**config.mk**
```make
export PLATFORM = sky130hd
export DESIGN_NAME = cpu_sequencer
export DESIGN_NICKNAME = d
export VERILOG_FILES = /design/src/rtl/cpu_sequencer.sv
export SDC_FILE = /design/constraint.sdc
export NUM_CORES = 1
export LEC_CHECK = 0
export ABC_CLOCK_PERIOD_IN_PS = 2300
export CORE_MARGIN = 3
export CORE_UTILIZATION = 40
export DETAILED_ROUTE_END_ITERATION = 6
export PLACE_DENSITY_LB_ADDON = 0.25
export SETUP_SLACK_MARGIN = 0.3
export SLEW_MARGIN = 20
export SYNTH_ARGS = -nofsm -noshare
export SYNTH_HDL_FRONTEND = slang
export SYNTH_SLANG_ARGS = --single-unit
```
**constraint.sdc**
```tcl
create_clock -name clk -period 2.3 [get_ports clk]
set_input_delay 0.575 -clock clk [delete_from_list [all_inputs] [get_ports clk]]
set_output_delay 0.575 -clock clk [all_outputs]
set_load 0.03 [all_outputs]
```
**src/rtl/cpu_sequencer.sv**
```systemverilog
// cpu_sequencer: multi-cycle control FSM for the 64-bit simple CPU.
// Each instruction goes through FETCH, DECODE, EXEC and WB. The sequencer handshakes with
// instruction and data memory, and pulses the PC update and register-file write enables
// once per retired instruction. A SYSTEM opcode halts the core. A memory handshake that
// waits too long for ready moves the core to ERROR. Single-step mode is supported.
//
// Ports:
//   clk, rst_n                  clock; synchronous active-low reset
//   start, step_mode            run control (start is level-sampled in IDLE)
//   imem_req/ready/rdata        instruction fetch handshake
//   dmem_req/ready              data access handshake for loads and stores
//   instr                       instruction register
//   alu_zero, ctrl_branch       branch resolution inputs, used in WB
//   pc_update, branch_taken     PC enable pulse and PC select
//   rf_we                       register-file write enable pulse
//   state, retired              debug state and retired-instruction count
//   halted, error               sticky status (absorbing states)
module cpu_sequencer #(
  parameter int unsigned TIMEOUT  = 16,
  parameter int unsigned RETIRE_W = 32
) (
  input  logic                clk,
  input  logic                rst_n,
  input  logic                start,
  input  logic                step_mode,
  output logic                imem_req,
  input  logic                imem_ready,
  input  logic [31:0]         imem_rdata,
  output logic                dmem_req,
  input  logic                dmem_ready,
  output logic [31:0]         instr,
  input  logic                alu_zero,
  input  logic                ctrl_branch,
  output logic                pc_update,
  output logic                branch_taken,
  output logic                rf_we,
  output logic [2:0]          state,
  output logic [RETIRE_W-1:0] retired,
  output logic                halted,
  output logic                error
);

  localparam int unsigned CntW = $clog2(TIMEOUT + 1);
  localparam logic [CntW-1:0] WaitLast = CntW'(TIMEOUT - 1);

  localparam logic [6:0] OpLoad   = 7'b0000011;
  localparam logic [6:0] OpStore  = 7'b0100011;
  localparam logic [6:0] OpBranch = 7'b1100011;
  localparam logic [6:0] OpSystem = 7'b1110011;

  typedef enum logic [2:0] {
    StIdle   = 3'd0,
    StFetch  = 3'd1,
    StDecode = 3'd2,
    StExec   = 3'd3,
    StWb     = 3'd4,
    StHalt   = 3'd5,
    StError  = 3'd6
  } state_e;

  state_e                state_q;
  logic [31:0]           instr_q;
  logic [RETIRE_W-1:0]   retired_q;
  logic [CntW-1:0]       wait_q;

  logic [6:0] opcode;
  logic       is_mem;
  logic       writes_rd;

  assign opcode    = instr_q[6:0];
  assign is_mem    = (opcode == OpLoad) || (opcode == OpStore);
  assign writes_rd = (opcode != OpStore) && (opcode != OpBranch) && (instr_q[11:7] != 5'd0);

  always_ff @(posedge clk) begin
    if (!rst_n) begin
      state_q   <= StIdle;
      instr_q   <= '0;
      retired_q <= '0;
      wait_q    <= '0;
    end else begin
      case (state_q)
        StIdle: begin
          if (start) state_q <= StFetch;
        end
        StFetch: begin
          if (imem_ready) begin
            instr_q <= imem_rdata;
            wait_q  <= '0;
            state_q <= StDecode;
          end else if (wait_q == WaitLast) begin
            wait_q  <= '0;
            state_q <= StError;
          end else begin
            wait_q <= wait_q + CntW'(1);
          end
        end
        StDecode: begin
          state_q <= (opcode == OpSystem) ? StHalt : StExec;
        end
        StExec: begin
          // Non-memory ops spend a single cycle here. Loads and stores wait for dmem_ready
          // and use the same timeout as a fetch.
          if (!is_mem || dmem_ready) begin
            wait_q  <= '0;
            state_q <= StWb;
          end else if (wait_q == WaitLast) begin
            wait_q  <= '0;
            state_q <= StError;
          end else begin
            wait_q <= wait_q + CntW'(1);
          end
        end
        StWb: begin
          retired_q <= retired_q + RETIRE_W'(1);
          state_q   <= step_mode ? StIdle : StFetch;
        end
        StHalt, StError: ;
        default: state_q <= StIdle;
      endcase
    end
  end

  // Outputs decode directly from the state register. branch_taken follows the live
  // branch inputs because they are resolved during WB itself.
  assign imem_req     = (state_q == StFetch);
  assign dmem_req     = (state_q == StExec) && is_mem;
  assign pc_update    = (state_q == StWb);
  assign branch_taken = (state_q == StWb) && ctrl_branch && alu_zero;
  assign rf_we        = (state_q == StWb) && writes_rd;
  assign halted       = (state_q == StHalt);
  assign error        = (state_q == StError);
  assign state        = state_q;
  assign instr        = instr_q;
  assign retired      = retired_q;

endmodule

```
==> impl_metrics.prom, run 1 <==
# TYPE chip_impl_metric gauge
chip_impl_metric{name="clock_tree.buffer_depth",unit=""} 2
chip_impl_metric{name="reg_clk_slew_reported_paths",unit="ns"} 0.08
chip_impl_info{name="ys_top_cells_by_area",value="dfxtp_1 (46%), nand2_1 (9.5%), a21oi_1 (9.3%), or4_1 (3.8%), o31ai_1 (3.6%)"} 1
chip_impl_metric{name="post_synth_mux_area_share",unit="%"} 0.320
chip_impl_metric{name="slowest_cell_delay_on_critical_path",unit="ns"} 0.40
chip_impl_metric{name="drt_pre_antenna_iters",unit=""} 4
chip_impl_metric{name="synth-seq-cells",unit=""} 72
chip_impl_metric{name="syn_nets",unit=""} 428
chip_impl_metric{name="grt_pass1_wl",unit="um"} 14400
chip_impl_metric{name="pwr-share-clk",unit="%"} 41.7
chip_impl_metric{name="fmax",unit="GHz"} 0.454
chip_impl_metric{name="coreArea",unit="um^2"} 7410
chip_impl_metric{name="n_fill_cell",unit=""} 609
chip_impl_metric{name="insertion_delay",unit="ns"} 0.35
chip_impl_metric{name="max-cap-violations",unit=""} 0
chip_impl_info{name="largest_delay_share_family_worst_path",value="simple AND/OR/NAND/NOR gates"} 1
chip_impl_metric{name="die_area",unit="um^2"} 8920
chip_impl_metric{name="gpl.final_weighted_congestion",unit=""} 0.854
chip_impl_info{name="unrepaired_setup_endpoints_after_global_routing",value="true"} 1
chip_impl_metric{name="yosysTopAreaCellShare",unit="%"} 46.1
chip_impl_metric{name="combinationalPowerShare",unit="%"} 13.1
chip_impl_metric{name="numClockSinks",unit=""} 72
chip_impl_metric{name="switchingPower",unit="mW"} 0.698
chip_impl_info{name="synth_top_family_by_area",value="simple AND/OR/NAND/NOR gates"} 1
chip_impl_metric{name="skew",unit="ns"} 0.00699
chip_impl_metric{name="dp.final_hpwl",unit="um"} 5930
chip_impl_metric{name="synth_compound_gate_area_share",unit="%"} 18.0
chip_impl_metric{name="synth_simple_gate_area_share",unit="%"} 28.0
chip_impl_metric{name="start_util",unit="%"} 42.2
chip_impl_metric{name="drtIter0Drc",unit=""} 168
chip_impl_metric{name="timing.max_slew.rel_slack",unit="%"} 64.6
chip_impl_metric{name="number_of_buffers_created_by_cts",unit=""} 9
chip_impl_metric{name="post_synth_num_cell_types",unit=""} 41
chip_impl_metric{name="synth-warning-count",unit=""} 0
chip_impl_metric{name="synth_edf_count",unit=""} 0
chip_impl_metric{name="cp.arrival",unit="ns"} 1.63
chip_impl_metric{name="critPathRequiredTime",unit="ns"} 1.73
chip_impl_metric{name="maxSlewViolCount",unit=""} 0
chip_impl_info{name="crit_path_frequent_cell",value="buf_6"} 1
chip_impl_info{name="timing.critical_path.from_type",value="flop"} 1
chip_impl_metric{name="syn-instance-count",unit=""} 386
chip_impl_metric{name="final-instance-count-excl-fill",unit=""} 617
chip_impl_metric{name="via_per_inst",unit=""} 5.42
chip_impl_metric{name="area_delta_synth_final",unit="%"} 57.6
chip_impl_info{name="cpMaxStageDelayCell",value="or3b_4"} 1
chip_impl_metric{name="die_h",unit="um"} 94.5
chip_impl_metric{name="cellPowerDensity",unit="nW/um^2"} 585
chip_impl_metric{name="gr-usage-all-layers",unit="%"} 19.9
chip_impl_metric{name="report.final.setup_viol",unit=""} 0
chip_impl_metric{name="port_buffers",unit=""} 113
chip_impl_info{name="cts_root_buffer",value="clkbuf_8"} 1
chip_impl_metric{name="synth_sequential_area_ratio",unit="%"} 46.1
chip_impl_metric{name="synthesis.area",unit="um^2"} 3130
chip_impl_metric{name="final_min_period_over_clock_period",unit="%"} 95.8
chip_impl_metric{name="first_global_vias",unit=""} 3112
chip_impl_metric{name="switching_share",unit="%"} 24.2
chip_impl_metric{name="dpl.cell_count",unit=""} 586
chip_impl_metric{name="diodes",unit=""} 0
chip_impl_metric{name="drc_errors",unit=""} 0
chip_impl_info{name="tritoncts",value="yes"} 1
chip_impl_metric{name="final_hold_viol_count",unit=""} 0
chip_impl_info{name="outcome",value="complete, no violations"} 1
chip_impl_metric{name="seq_pwr_share",unit="%"} 45.2
chip_impl_metric{name="synthAdderAreaFrac",unit="%"} 0.800
chip_impl_metric{name="synthesized_area_fraction_occupied_by_xor_and_xnor_cells",unit="%"} 2.80
chip_impl_metric{name="path_max_fanout",unit=""} 4
chip_impl_metric{name="grt_antenna_before_repair",unit=""} 0
chip_impl_metric{name="fin_tns_setup",unit="ns"} 0
chip_impl_metric{name="finalWirelength",unit="um"} 9100
chip_impl_metric{name="rows",unit=""} 31
chip_impl_info{name="ys.flop_type",value="dfxtp_1"} 1
chip_impl_info{name="yosys.area.top_type",value="dfxtp_1"} 1
chip_impl_metric{name="layout.nets",unit=""} 555
chip_impl_info{name="critPathKind",value="reg2out"} 1
chip_impl_metric{name="static-leakage-power",unit="nW"} 2.00
chip_impl_metric{name="fp.dieW",unit="um"} 94.5
chip_impl_info{name="hold_class",value="reg2reg"} 1
chip_impl_metric{name="largest_net_degree_at_the_start_of_global_routing",unit=""} 33
chip_impl_metric{name="post-route-min-period",unit="ns"} 2.20
chip_impl_metric{name="detailroute.via_count",unit=""} 3346
chip_impl_metric{name="cp_num_buf_inv",unit=""} 3
chip_impl_info{name="worstPathCellList",value="or3b_4, buf_6, clkinvlp_4, o21ai_2, a21oi_2, buf_6"} 1
chip_impl_metric{name="global_route.overflow_total",unit=""} 0
chip_impl_info{name="worst_setup_path_end_kind",value="output port"} 1
chip_impl_metric{name="internal_power",unit="mW"} 2.19
chip_impl_metric{name="worst-slew-pin-transition",unit="ns"} 0.529
chip_impl_metric{name="ys_async_sr_fraction",unit="%"} 0
chip_impl_metric{name="post_drt_wl_per_cell",unit="um"} 14.7
chip_impl_metric{name="layout-drive-gt1-share",unit="%"} 16.8
chip_impl_metric{name="avgSynthCellArea",unit="um^2"} 8.11
chip_impl_metric{name="cts_htree_levels",unit=""} 3
chip_impl_metric{name="max-vdd-ir-drop",unit="mV"} 0.414
chip_impl_metric{name="design.portCount",unit=""} 114
chip_impl_metric{name="antenna_violating_nets_post_route",unit=""} 0
cells by family (layout without fill, tap and decap cells):
logic type	count (synthesis)	count (layout)
adders and majority gates	2	2
muxes	1	1
xor gates and xnor gates	10	10
and+or+nand+nor	173	175
DFF	72	72
AOI/OAI and AO/OA	97	97
buffers and inverters	31	161
layout make-up:
type / instances / area, um^2 / share of cell area [%]
well taps: 99 / 124 / 2.51
clock buffers: 12 / 176 / 3.58
inverters: 6 / 26.3 / 0.533
repair buffers: 139 / 1350 / 27.3
multi-input cells: 285 / 1730 / 35.1
clock inverters: 4 / 72.6 / 1.47
flip-flops and latches: 72 / 1460 / 29.5
state kept, by name, indices dropped and copies added (netlist names):
name	cells
wait_q	5
state	3
retired	32
instr	32
stage by stage:
stage | hold WS, ns | power, mW | util (%) | area [um^2] | setup slack [ns]
after global placement | 0.441 | 1.69 | 59.9 | 4440 | 0.191
after CTS | 0.456 | 2.90 | 64.8 | 4800 | 0.0999
after floorplan | 0.439 | 1.51 | - | 3190 | 0.150
after global routing | 0.477 | 3.00 | 66.6 | 4930 | 0.0462
final | 0.454 | 2.89 | 66.6 | 4930 | 0.0960
after detailed placement | 0.446 | 1.69 | 59.9 | 4440 | 0.164
worst reg2reg max path: cells and delay by family, from the launching register on:
| family | cells | cell delay [ns] |
|---|---|---|
| AO/OA/AOI/OAI | 1 | 0.12 |
| flip-flops | 1 | 0.35 |
| AND/OR/NAND/NOR | 3 | 1.45 |
| buffers and inverters | 1 | 0.16 |
Yosys cell counts (all sizes together) (5+ instances only):
library cell	n
a21oi	58
and3	6
clkbuf	21
dfxtp	72
inv	6
nand2	79
nand3	16
nand4	11
nor2	14
o21ai	10
o31ai	15
or3	6
or4	17
xnor2	5
xor2	5
layer usage:
layer  global-route usage [%]  vias up  routed length, um
li1                         -     1649                  -
met1                     23.4     1572               3740
met2                     33.3      114               4460
met3                     7.09       11                779
met4                     7.69        0                121
met5                        0        -                  0
power by group through the flow:
| stage | combinational [mW] | sequential, mW | clock, mW |
|---|---|---|---|
| floorplan | 0.116 | 1.40 | 0 |
| global placement | 0.356 | 1.33 | 0 |
| detailed placement | 0.357 | 1.34 | 0 |
| CTS | 0.371 | 1.30 | 1.22 |
| global route | 0.408 | 1.31 | 1.28 |
| finish | 0.378 | 1.30 | 1.20 |
placed cells by master, fill, tap and decap left out, types with 10 or more instances in the layout:
master / instances
nor2_1: 13
nand3_1: 16
nand2_1: 79
clkdlybuf4s50_1: 64
nand4_1: 11
dfxtp_1: 67
dlygate4sd2_1: 32
buf_4: 21
clkbuf_8: 11
or4_4: 10
o31ai_1: 12
a21oi_1: 49
dlymetal6s2s_1: 10
path summary, 6_finish.rpt:
check                           startpoint          end  slack [ns]  cells past startpoint
worst min register to register   instr[27]    instr[27]        0.45                      2
worst max register to register    state[0]  retired[17]        0.16                      5
worst max-delay path              state[0]        rf_we         0.1                      6
worst min-delay path             instr[27]    instr[27]        0.45                      2
repair_timing:
item | 4_1_cts | 5_1_grt
cloned | 2 | 0
pin swaps | 2 | 4
buffers inserted | 10 | 3
setup endpoints to repair | 48 | 32
gates resized for setup | 62 | 38
hold buffers | 0 | 0
Note: power is estimated with default switching activity, not from simulation.
==> run 2, diff against run 1 <==
--- a/config.mk
+++ b/config.mk
@@ -10,6 +10,7 @@
 export CORE_UTILIZATION = 40
 export DETAILED_ROUTE_END_ITERATION = 6
 export PLACE_DENSITY_LB_ADDON = 0.25
+export REMOVE_ABC_BUFFERS = 1
 export SETUP_SLACK_MARGIN = 0.3
 export SLEW_MARGIN = 20
 export SYNTH_ARGS = -nofsm -noshare
==> run 2 against run 1 <==
Effect of this change: combinational power is 1% lower; maximum frequency is 1.3% higher; cell count increased by 0.32%; sequential power is essentially flat; flip-flop and latch count is the same; power fell by 3.5%; count of clock-buffer cells in the layout shrank 2; routed wire length decreased by 0.86%; global-route usage up 0.56 points; design area shrank 2.3%; clock skew increased by 0.0024 ns; critical path type unchanged.
==> impl_metrics.prom, run 2 (same netlist as run 1, synthesis figures left out) <==
# TYPE chip_impl_metric gauge
chip_impl_metric{name="port_buffers",unit=""} 113
chip_impl_info{name="cts_root_buffer",value="clkbuf_8"} 1
chip_impl_metric{name="maxSlewViolCount",unit=""} 0
chip_impl_info{name="timing.critical_path.from_type",value="flop"} 1
chip_impl_metric{name="timing.max_slew.rel_slack",unit="%"} 71.7
chip_impl_metric{name="first_global_vias",unit=""} 3056
chip_impl_metric{name="max-vdd-ir-drop",unit="mV"} 0.369
chip_impl_metric{name="static-leakage-power",unit="nW"} 1.96
chip_impl_metric{name="critPathRequiredTime",unit="ns"} 1.73
chip_impl_metric{name="drt_pre_antenna_iters",unit=""} 4
chip_impl_metric{name="report.final.setup_viol",unit=""} 0
chip_impl_metric{name="finalPower",unit="mW"} 2.79
chip_impl_info{name="tritoncts",value="yes"} 1
chip_impl_metric{name="coreArea",unit="um^2"} 7410
chip_impl_metric{name="worst-slew-pin-transition",unit="ns"} 0.424
chip_impl_metric{name="global_route.overflow_total",unit=""} 0
chip_impl_metric{name="dp.final_hpwl",unit="um"} 6080
chip_impl_metric{name="gpl.final_weighted_congestion",unit=""} 0.815
chip_impl_metric{name="detailroute.via_count",unit=""} 3323
chip_impl_metric{name="r2r.worst_path.cells",unit=""} 5
chip_impl_metric{name="die_h",unit="um"} 94.5
chip_impl_metric{name="ff_latch_area",unit="um^2"} 1450
chip_impl_info{name="cpMaxStageDelayCell",value="or3b_4"} 1
chip_impl_metric{name="path_max_fanout",unit=""} 3
chip_impl_info{name="crit_path_frequent_cell",value="buf_6"} 1
chip_impl_metric{name="drtIter0Drc",unit=""} 146
chip_impl_metric{name="layout.nets",unit=""} 557
chip_impl_metric{name="final_hold_viol_count",unit=""} 0
chip_impl_info{name="layout_commonest_cell",value="nand2_1"} 1
chip_impl_info{name="layout.cells.most_common_list",value="nand2_1 (79), dfxtp_1 (67), clkdlybuf4s50_1 (64)"} 1
chip_impl_metric{name="insertion_delay",unit="ns"} 0.34
chip_impl_metric{name="utilization",unit="%"} 65.0
chip_impl_metric{name="grt_pass1_wl",unit="um"} 14500
chip_impl_info{name="unrepaired_setup_endpoints_after_global_routing",value="true"} 1
chip_impl_info{name="min-delay-start",value="instr[22]"} 1
chip_impl_metric{name="drc_errors",unit=""} 0
chip_impl_metric{name="cellPowerDensity",unit="nW/um^2"} 578
chip_impl_info{name="startpoint",value="state[0]"} 1
chip_impl_metric{name="rows",unit=""} 31
chip_impl_metric{name="via_per_inst",unit=""} 5.37
chip_impl_metric{name="slowest_cell_delay_on_critical_path",unit="ns"} 0.40
chip_impl_metric{name="clock_tree.buffer_depth",unit=""} 2
chip_impl_metric{name="final_min_period_over_clock_period",unit="%"} 94.6
chip_impl_metric{name="number_of_buffers_created_by_cts",unit=""} 9
chip_impl_metric{name="antenna_violating_nets_post_route",unit=""} 0
chip_impl_metric{name="design.portCount",unit=""} 114
chip_impl_metric{name="post-route-min-period",unit="ns"} 2.18
chip_impl_metric{name="reg_clk_slew_reported_paths",unit="ns"} 0.07
chip_impl_metric{name="grt_antenna_before_repair",unit=""} 0
chip_impl_metric{name="n_fill_cell",unit=""} 642
chip_impl_metric{name="numClockSinks",unit=""} 72
chip_impl_info{name="worst_setup_path_end_kind",value="output port"} 1
chip_impl_metric{name="fmax",unit="GHz"} 0.460
chip_impl_metric{name="start_util",unit="%"} 42.2
chip_impl_metric{name="cts_htree_levels",unit=""} 3
chip_impl_metric{name="finalWirelength",unit="um"} 9020
chip_impl_info{name="worstPathCellList",value="or3b_4, buf_6, inv_6, o21ai_2, a21oi_2, buf_6"} 1
chip_impl_metric{name="post_drt_wl_per_cell",unit="um"} 14.6
chip_impl_metric{name="multi_input_area",unit="um^2"} 1660
chip_impl_info{name="outcome",value="complete, no violations"} 1
chip_impl_metric{name="die_area",unit="um^2"} 8920
chip_impl_metric{name="layout-drive-gt1-share",unit="%"} 15.6
chip_impl_metric{name="whs_path_depth",unit=""} 2
chip_impl_metric{name="fin_tns_setup",unit="ns"} 0
chip_impl_metric{name="cp.arrival",unit="ns"} 1.60
chip_impl_metric{name="fin_area",unit="um^2"} 4820
chip_impl_metric{name="max-cap-violations",unit=""} 0
chip_impl_metric{name="placed_cell_area",unit="um^2"} 4410
chip_impl_info{name="hold_class",value="reg2reg"} 1
chip_impl_metric{name="skew",unit="ns"} 0.00940
chip_impl_metric{name="largest_net_degree_at_the_start_of_global_routing",unit=""} 36
chip_impl_metric{name="fp.dieW",unit="um"} 94.5
chip_impl_metric{name="gr-usage-all-layers",unit="%"} 20.5
chip_impl_info{name="critPathKind",value="reg2out"} 1
chip_impl_metric{name="area_delta_synth_final",unit="%"} 54.0
chip_impl_metric{name="cts_hold_repair.buffers",unit=""} 0
chip_impl_metric{name="diodes",unit=""} 0
chip_impl_info{name="regToRegStartpoint",value="state[0]"} 1
## run 2: stage by stage
stage	std cells	hold slack, ns	setup slack, ns
2_1_floorplan	361	0.439	-0.324
3_3_place_gp	590	0.440	0.143
3_5_place_dp	590	0.448	0.0786
4_1_cts	615	0.456	0.0983
5_1_grt	619	0.478	0.0683
6_report	619	0.455	0.125
## run 2: repair_timing
item	CTS	global route
gates resized for setup	71	37
gates cloned	2	0
pin swaps	5	13
setup endpoints to repair	50	30
buffers inserted	7	4
## run 2: final timing paths
kind	end	slack [ns]
hold reg to reg	instr[22]	0.45
setup / recovery	rf_we	0.12
hold / removal	instr[22]	0.45
setup reg to reg	retired[17]	0.17
## run 2: cell type report
cell class	instances	share of cell area, %
Inverter	6	0.571
Clock inverter	6	1.71
Sequential cell	72	30.1
Clock buffer	10	2.86
Tap cell	99	2.57
Multi-Input combinational cell	285	34.4
Timing Repair Buffer	141	27.8
## run 2: per-layer routing
| layer | vias up | track usage (%) | wire length (um) |
|---|---|---|---|
| met2 | 106 | 32.9 | 4310 |
| met3 | 9 | 8.61 | 837 |
| met4 | 0 | 8.05 | 114 |
| met1 | 1554 | 24.3 | 3760 |
| li1 | 1654 | - | - |
| met5 | - | 0 | 0 |
## run 2: power breakdown
group / total (mW) / internal, mW / leakage (nW) / switching [mW]
clock network: 1.11 / 0.635 / 0.112 / 0.476
registers: 1.30 / 1.28 / 0.585 / 0.0225
logic: 0.373 / 0.170 / 1.27 / 0.203
## run 2: critical path: cells and delay by family, from the launching register on
kind	cells	cell delay, ns
simple gates	1	0.40
flops	1	0.34
buf+inv	3	0.34
compound gates	2	0.17
